File: src/rtl/dsec.sv
// Single-word keyed scrambler: three loaded keys transform one data word per
// handshake as R = rotl(D ^ K1, K2[5:0]) + K3, with a sticky protocol-error flag.
module dsec #(
  parameter int DATA_W = 64
) (
  input  logic              clk,
  input  logic              rst,
  input  logic [DATA_W-1:0] data_in,
  input  logic              key_config,
  input  logic              in_valid,
  input  logic              out_rcvd,
  output logic              rdy,
  output logic [DATA_W-1:0] data_out,
  output logic              error,
  output logic              out_valid
);

  localparam int ROT_W = $clog2(DATA_W);

  typedef enum logic [1:0] {
    IDLE = 2'd0,
    CALC = 2'd1,
    OUT  = 2'd2
  } state_t;

  state_t            state;
  state_t            state_nxt;

  logic [DATA_W-1:0] k1;
  logic [DATA_W-1:0] k2;
  logic [DATA_W-1:0] k3;
  logic [1:0]        key_idx;
  logic              keys_loaded;

  logic              key_wr;
  logic              data_acc;
  logic              err_set;

  logic [DATA_W-1:0] data_p0;
  logic [DATA_W-1:0] result_p1;

  // Doubling the word and keeping the upper half gives a rotate in which an
  // amount of zero naturally passes the value through unchanged.
  function automatic logic [DATA_W-1:0] rotl(input logic [DATA_W-1:0] v,
                                             input logic [ROT_W-1:0]  amt);
    logic [2*DATA_W-1:0] t;
    t = {v, v} << amt;
    return t[2*DATA_W-1:DATA_W];
  endfunction

  function automatic logic [DATA_W-1:0] encrypt(input logic [DATA_W-1:0] d,
                                                input logic [DATA_W-1:0] ka,
                                                input logic [DATA_W-1:0] kb,
                                                input logic [DATA_W-1:0] kc);
    return rotl(d ^ ka, kb[ROT_W-1:0]) + kc;
  endfunction

  always_comb begin
    state_nxt = state;
    key_wr    = 1'b0;
    data_acc  = 1'b0;
    err_set   = 1'b0;
    case (state)
      IDLE: begin
        if (in_valid) begin
          if (key_config) begin
            if (key_idx == 2'd3) begin
              err_set = 1'b1;
            end else begin
              key_wr = 1'b1;
            end
          end else if (keys_loaded) begin
            data_acc  = 1'b1;
            state_nxt = CALC;
          end else begin
            err_set = 1'b1;
          end
        end
      end
      CALC: begin
        state_nxt = OUT;
        err_set   = in_valid;
      end
      OUT: begin
        if (out_rcvd) begin
          state_nxt = IDLE;
        end
        err_set = in_valid;
      end
      default: state_nxt = IDLE;
    endcase
  end

  always_ff @(posedge clk or posedge rst) begin
    if (rst) begin
      state <= IDLE;
    end else begin
      state <= state_nxt;
    end
  end

  always_ff @(posedge clk or posedge rst) begin
    if (rst) begin
      k1          <= '0;
      k2          <= '0;
      k3          <= '0;
      key_idx     <= 2'd0;
      keys_loaded <= 1'b0;
      error       <= 1'b0;
    end else begin
      // A data-side cycle restarts the key sequence even without in_valid.
      if (!key_config) begin
        key_idx <= 2'd0;
      end else if (key_wr) begin
        key_idx <= key_idx + 2'd1;
      end
      if (key_wr) begin
        case (key_idx)
          2'd0: begin
            k1          <= data_in;
            keys_loaded <= 1'b0;
          end
          2'd1: k2 <= data_in;
          2'd2: begin
            k3          <= data_in;
            keys_loaded <= 1'b1;
          end
          default: ;
        endcase
      end
      if (err_set) begin
        error <= 1'b1;
      end
    end
  end

  // Stage p0: capture the accepted data word
  always_ff @(posedge clk) begin
    if (data_acc) begin
      data_p0 <= data_in;
    end
  end

  // Stage p1: keys are frozen outside IDLE, so the result is stable in CALC
  assign result_p1 = encrypt(data_p0, k1, k2, k3);

  always_ff @(posedge clk or posedge rst) begin
    if (rst) begin
      data_out <= '0;
    end else if (state == CALC) begin
      data_out <= result_p1;
    end
  end

  assign rdy       = (state == IDLE);
  assign out_valid = (state == OUT);

endmodule

File: config.mk
export PLATFORM = sky130hd
export DESIGN_NAME = dsec
export DESIGN_NICKNAME = d
export VERILOG_FILES = /design/src/rtl/dsec.sv
export SDC_FILE = /design/constraint.sdc
export NUM_CORES = 1
export LEC_CHECK = 0
export ABC_AREA = 0
export CAP_MARGIN = 15
export CORE_MARGIN = 1.5
export CORE_UTILIZATION = 25
export CTS_CLUSTER_DIAMETER = 40
export DETAILED_ROUTE_END_ITERATION = 10
export PLACE_DENSITY = 0.42
export SLEW_MARGIN = 20
export SYNTH_ARGS = -nofsm -noshare
export SYNTH_HDL_FRONTEND = slang
export SYNTH_SLANG_ARGS = --single-unit
File: constraint.sdc
create_clock -name clk -period 6.62 [get_ports clk]
set_clock_uncertainty 0.1 [all_clocks]
set_input_delay 1.324 -clock clk [delete_from_list [all_inputs] [get_ports clk]]
set_output_delay 1.324 -clock clk [all_outputs]
set_load 0.05 [all_outputs]
# Yosys cells after proc, flatten, opt, wreduce, memory -nomap -nowiden
# Cells that the tools add are included.
# op_classes
add_sub_neg,2
n_eq_ne,10
shift,1
muxes,21
n_bitwise,1
reduce_logical,9
# ops
operator,n
$shl 128x6->128,1
$add 64x64->64,1
$xor 64x64->64,1
$mux 1,12
$mux 2,6
$reduce_and 2->1,4
$eq 2x2->1 const B,3
$ne 2x2->1 const B,3
$pmux 2 s3,1
$eq 2x1->1 const B,2
$logic_not 2->1,2
$ne 2x1->1 const B,2
$pmux 1 s2,2
$reduce_and 4->1,1
$add 2x1->2 const B,1
$reduce_bool 2->1,1
$reduce_or 2->1,1
# totals
reg_bits,268
out_inout_bits,67

# Logic depth before layout (Yosys ltp)
# Gate-level depths: netlist of run 1.
# logic_depth
word_depth,7
ltp_mapped,22
depth_no_buf,19

# Worst setup path before layout of run 1
# OpenSTA, ideal clock, no wires.
# synth_timing
kind,flip-flop to flip-flop
startpoint,reg k2[0]
endpoint,reg data_out[38]
arrival_time_ps,4740
setup_slack_ps,1656
path_stages_with_launch,21
path_buffers,3
path_cell_list,dfrtp_1 > buf_4 > buf_4 > buf_2 > mux4_2 > nand2_1 > nand2_1 > o21ai_0 > mux4_2 > ha_1 > inv_1 > fa_1 > and2b_1 > o2111ai_1 > a211o_1 > o211a_2 > o41ai_4 > a31oi_2 > o31ai_4 > xor2_1 > mux2_2
# synth_via
elab_chain_len,2
# synth_rtl
element,line_no,rtl
start: declaration,30,logic [DATA_W-1:0] k2;
start signal: assignment,123,2'd1: k2 <= data_in;
$shl 128x6->128,47,"t = {v, v} << amt;"
$add 64x64->64,55,"return rotl(d ^ ka, kb[ROT_W-1:0]) + kc;"
end signal: assignment,151,data_out <= result_p1;
end: declaration,13,"output logic [DATA_W-1:0] data_out,"
# Every way passes these cells.
# A chain may end at the register's enable or synchronous reset.

# Worst setup path after layout of run 1
# layout_timing
startpoint,reg k2[0]
endpoint,reg data_out[58]
# Same word-level chain as after synthesis.

==> results of run 1 <==
-- cell usage after synthesis, types with 5 or more instances --
library cell  number
nand2_1          240
nand3_1           24
nand2b_1           6
buf_1             16
o21bai_1          14
o31ai_1           11
a21o_1            41
and2_1             7
xnor2_1           89
a21oi_1          101
mux4_2           121
mux2_2           174
o21a_1            12
ha_1              78
o21ai_0          106
edfxtp_1          64
o2111ai_1          5
clkbuf_1          62
nor2b_1            9
inv_1             33
nor3_1            15
xor2_1            18
nor2_1            37
a211oi_1           5
and3_1            21
nand4_1           18
dfrtp_1          204
buf_2             12
mux2i_1           41
-- cells by family after synthesis --
| logic type | count (synthesis) |
|---|---|
| AO/OA/AOI/OAI | 339 |
| XOR/XNOR | 108 |
| adder cells (fa/ha/maj) | 79 |
| buffers and inverters | 131 |
| flip-flops | 268 |
| multiplexers | 340 |
| AND/OR/NAND/NOR | 398 |
-- sequential cells by signal (all words and copies together), names as in the netlist --
signal and count:
data_out 64, data_p0 64, k1 64, k3 64
k2 6, key_idx 2, state 2, error 1
keys_loaded 1
-- layout make-up --
class | count | area (sq um) | share of cell area
Clock buffer | 57 | 1320 | 0.0578
Clock inverter | 38 | 440 | 0.0193
Inverter | 35 | 135 | 0.00593
Multi-Input combinational cell | 1264 | 11100 | 0.485
Sequential cell | 268 | 7040 | 0.309
Tap cell | 959 | 1200 | 0.0526
Timing Repair Buffer | 154 | 1600 | 0.0702
-- metrics by stage --
step	instances	setup WS [ps]
3_3_place_gp	2679	1050
3_5_place_dp	2679	929
6_report	2775	919
4_1_cts	2774	903
2_1_floorplan	1663	1660
5_1_grt	2775	537
-- worst paths after layout --
path	slack, ps	from	depth (start not counted)	end
setup / recovery	920	k2[0]	17	data_out[58]
max in group asynchronous	4610	rst	3	k2[5]
hold reg to reg	370	data_out[56]	2	data_out[56]
min in group asynchronous	1130	rst	3	data_out[40]
setup reg to reg	920	k2[0]	17	data_out[58]
hold / removal	370	data_out[56]	2	data_out[56]
-- tightest hold or removal path: stages (launching register included) --
cell and delay (ps):
dfrtp_1 330, nand2_1 50, o31ai_1 50
-- per-layer routing --
layer / track usage / wire, um / share of wire
met4: 0.0402 / 1280 / 0.020
met3: 0.0207 / 2370 / 0.037
met5: 0 / 0 / 0
met1: 0.229 / 28900 / 0.45
met2: 0.283 / 31200 / 0.49
==> results.toml, run 1 <==
[run_status]
status = "finished clean"

[place]
place.port_buffers = 135
dp_hpwl_um = 49700
dpl_cell_area_sq_mm = 0.0210
place.gp.congestion = 0.895

[layout]
fin_nets = 1922
stdcell_area_sq_mm = 0.0228
drive_gt1_frac = 0.236
nFillCells = 7494
final_common_cell = "nand2_1"
final_util = 0.311
antenna_cells = 0
area_growth_pct = 22.5
layout_common_cells = "nand2_1, dfrtp_1, mux2_2"

[timing]
fmax_mhz = 175
setup_viol = 0
rsz0062_at_grt = "false"
min_period_ps = 5700
period_share = 0.861
slew_headroom = 0.367
whs_ps = 374
tightest_slew_ps = 947
fin_tns_setup_ps = 0
hold_viol_final = 0
finalMaxSlewViolations = 0

[clock_tree]
cts_buffer_depth = 3
h-tree-depth = 2
clk_pin_slew_ps = 50
root_buffer = "clkbuf_16"
numCtsBuffers = 51
post_cts_resized = 0
clkSinkCount = 268
postCtsSetupBuffers = 0
postCtsHoldBufs = 0
clk_latency_ps = 590
tritoncts = "built"

[global_routing]
grt_max_degree = 106
grtUsageTotal = 0.168
grt_pass1_wl_um = 95200
grt_pass1_vias = 14300
gr-total-overflow = 0
antenna_found_initial = 0

[logic_synthesis]
yosysTopAreaCell = "dfrtp_1"
synth_edf_count = 64
synthXorXnorAreaFrac = 0.0512
synth.top_cell.area_share = 0.274
syn-num-nets = 1811
ys_ff_latch = 268
ys_top_cells_by_area = "dfrtp_1, mux4_2, mux2_2"
yosysWarnings = 0
synthSimpleGateAreaFrac = 0.0958
synth_top_family_by_area = "multiplexers"
synth_cells = 1663
synth_flop_cell = "dfrtp_1"
syn_area_sq_mm = 0.0186
yosysSeqAreaShare = 0.378
ys_types = 77
synth_compound_area_frac = 0.115
synth_adder_area_share = 0.0535
syn_area_per_cell_sq_um = 11.2
synth.mux.area_fraction = 0.279
synth_async_sr_flop_share = 0.761

[drt]
wl_um = 63800
drtIter0Drc = 1028
antenna_left = 0
vias_per_cell = 5.09
post_drt_wl_per_cell_um = 23.0
drc = 0
vias = 14100
dr.pass1.iters = 6

[worst_setup_path]
cp-end-kind = "flop"
cp.arrival_ps = 6090
max_stage_delay_ps = 620
critical_path.top_delay_family = "compound AO/OA/AOI/OAI gates"
crit_buf_inv = 1
criticalPathCategory = "flop to flop"
cp_max_fo = 32
slowest_stage = "dfrtp_4"
cp.required_ps = 7010
worstSetupStartpointType = "flop"
worstPathCellList = "buf_12 > mux4_2 > mux2i_1 > nand2_1 > o21ai_0 > mux2i_1 > mux2i_1 > ha_1 > a21oi_1 > o211ai_1 > a21oi_1 > a211oi_1 > a311oi_2 > a2111oi_4 > o31ai_1 > a21oi_1 > o31ai_1"

[floorplanning]
start_util = 0.254
core.rowCount = 99
io_pins = 136
die_h_um = 276
die_x_um = 276
die-area_sq_mm = 0.0761
coreArea_sq_mm = 0.0733

[job]
maxCapViolations = 0

[worst_hold_path]
hold_class = "flop to flop"
Power of run 1 is not shown: default switching activity piles up to over one toggle a cycle in this logic, so the estimate is an artifact.
==> run 2: changes to the inputs <==
- MAX_ROUTING_LAYER: default -> met4
- SLEW_MARGIN: 20 -> default
==> results.toml, run 2 (same netlist as run 1, synthesis figures left out) <==
[global_routing]
grt_pass1_vias = 14100
gr-total-overflow = 0
grtUsageTotal = 0.172
antenna_found_initial = 0
grt_pass1_wl_um = 94700
grt_max_degree = 107

[worst_setup_path]
criticalPathCategory = "flop to flop"
max_stage_delay_ps = 630
crit_buf_inv = 2
slowest_stage = "a2111oi_4"
critical_path.top_delay_family = "compound AO/OA/AOI/OAI gates"
cp_max_fo = 65
cp.required_ps = 7020
worstPathCellList = "buf_12 > mux4_2 > nand2_1 > nand2_1 > o21ai_0 > mux4_2 > ha_1 > inv_1 > fa_1 > and2b_1 > o2111ai_1 > a21o_1 > a21oi_2 > a311oi_2 > a2111oi_4 > o31ai_1 > and3_1 > o31ai_1"
cp.arrival_ps = 6080
ff2ff_setup_slack_ps = 950
cp-end-kind = "flop"
worstSetupStartpointType = "flop"

[drt]
vias_per_cell = 5.04
dr.pass1.iters = 5
antenna_left = 0
drtIter0Drc = 845
vias = 14000
wl_um = 63500
drc = 0
post_drt_wl_per_cell_um = 22.8

[floorplanning]
die-area_sq_mm = 0.0761
io_pins = 136
die_h_um = 276
die_x_um = 276
coreArea_sq_mm = 0.0733
core.rowCount = 99
start_util = 0.254

[layout]
antenna_cells = 0
area_growth_pct = 23.7
drive_gt1_frac = 0.240
fin_nets = 1925
final_common_cell = "nand2_1"
nFillCells = 7461
layout_common_cells = "nand2_1, dfrtp_1, mux2_2"

[clock_tree]
clk_pin_slew_ps = 50
cts_buffer_depth = 3
tritoncts = "built"
clk_latency_ps = 610
root_buffer = "clkbuf_16"
numCtsBuffers = 56
postCtsSetupBuffers = 0
clkSinkCount = 268
h-tree-depth = 2
post_cts_resized = 0
postCtsHoldBufs = 0

[timing]
fmax_mhz = 176
whs_ps = 378
setup_viol = 0
hold_viol_final = 0
tightest_slew_ps = 1050
rsz0062_at_grt = "false"
period_share = 0.857
min_period_ps = 5670
slew_headroom = 0.301
finalMaxSlewViolations = 0
fin_tns_setup_ps = 0

[job]
maxCapViolations = 0

[place]
dp_hpwl_um = 49700
place.port_buffers = 135
place.gp.congestion = 0.924

[worst_hold_path]
hold_class = "flop to flop"

[run_status]
status = "finished clean"
[run 2: area by class of cell]
type,count,area [sq um],area share
Clock buffer,66,1510,0.0656
Sequential cell,268,7040,0.306
Tap cell,959,1200,0.0521
Inverter,35,135,0.00587
Clock inverter,40,504,0.0219
Multi-Input combinational cell,1264,11100,0.481
Timing Repair Buffer,152,1570,0.0680
[run 2: metal layers]
metal	share of wire	routed length, um	global-route usage
met5	0	0	-
met4	0.015	946	0.0336
met3	0.031	1940	0.0197
met1	0.47	29800	0.232
met2	0.49	30800	0.279
[run 2: per-stage QoR]
| stage | cell area [sq um] | cells | setup WS, ps | util |
|---|---|---|---|---|
| floorplan | 18600 | 1663 | 1660 | - |
| global placement | 21000 | 2678 | 1020 | 0.286 |
| detailed placement | 21000 | 2678 | 911 | 0.286 |
| finish | 23000 | 2784 | 946 | 0.314 |
| CTS | 23000 | 2784 | 917 | 0.314 |
| global route | 23000 | 2784 | 543 | 0.314 |
[run 2: tightest hold or removal path: cells and delay by family (launching register included)]
kind / cells / cell delay [ps]
flip-flops: 1 / 340
AND/OR/NAND/NOR: 1 / 50
AO/OA/AOI/OAI: 1 / 50
[run 2: final timing paths]
check                              from  depth (start not counted)            to
max                               k2[0]                         18  data_out[58]
min                        data_out[55]                          2  data_out[55]
max reg2reg                       k2[0]                         18  data_out[58]
min reg2reg                data_out[55]                          2  data_out[55]
max in group asynchronous           rst                          4        k1[10]
min in group asynchronous           rst                          3  data_out[49]
Power of run 2 is left out for the same reason.
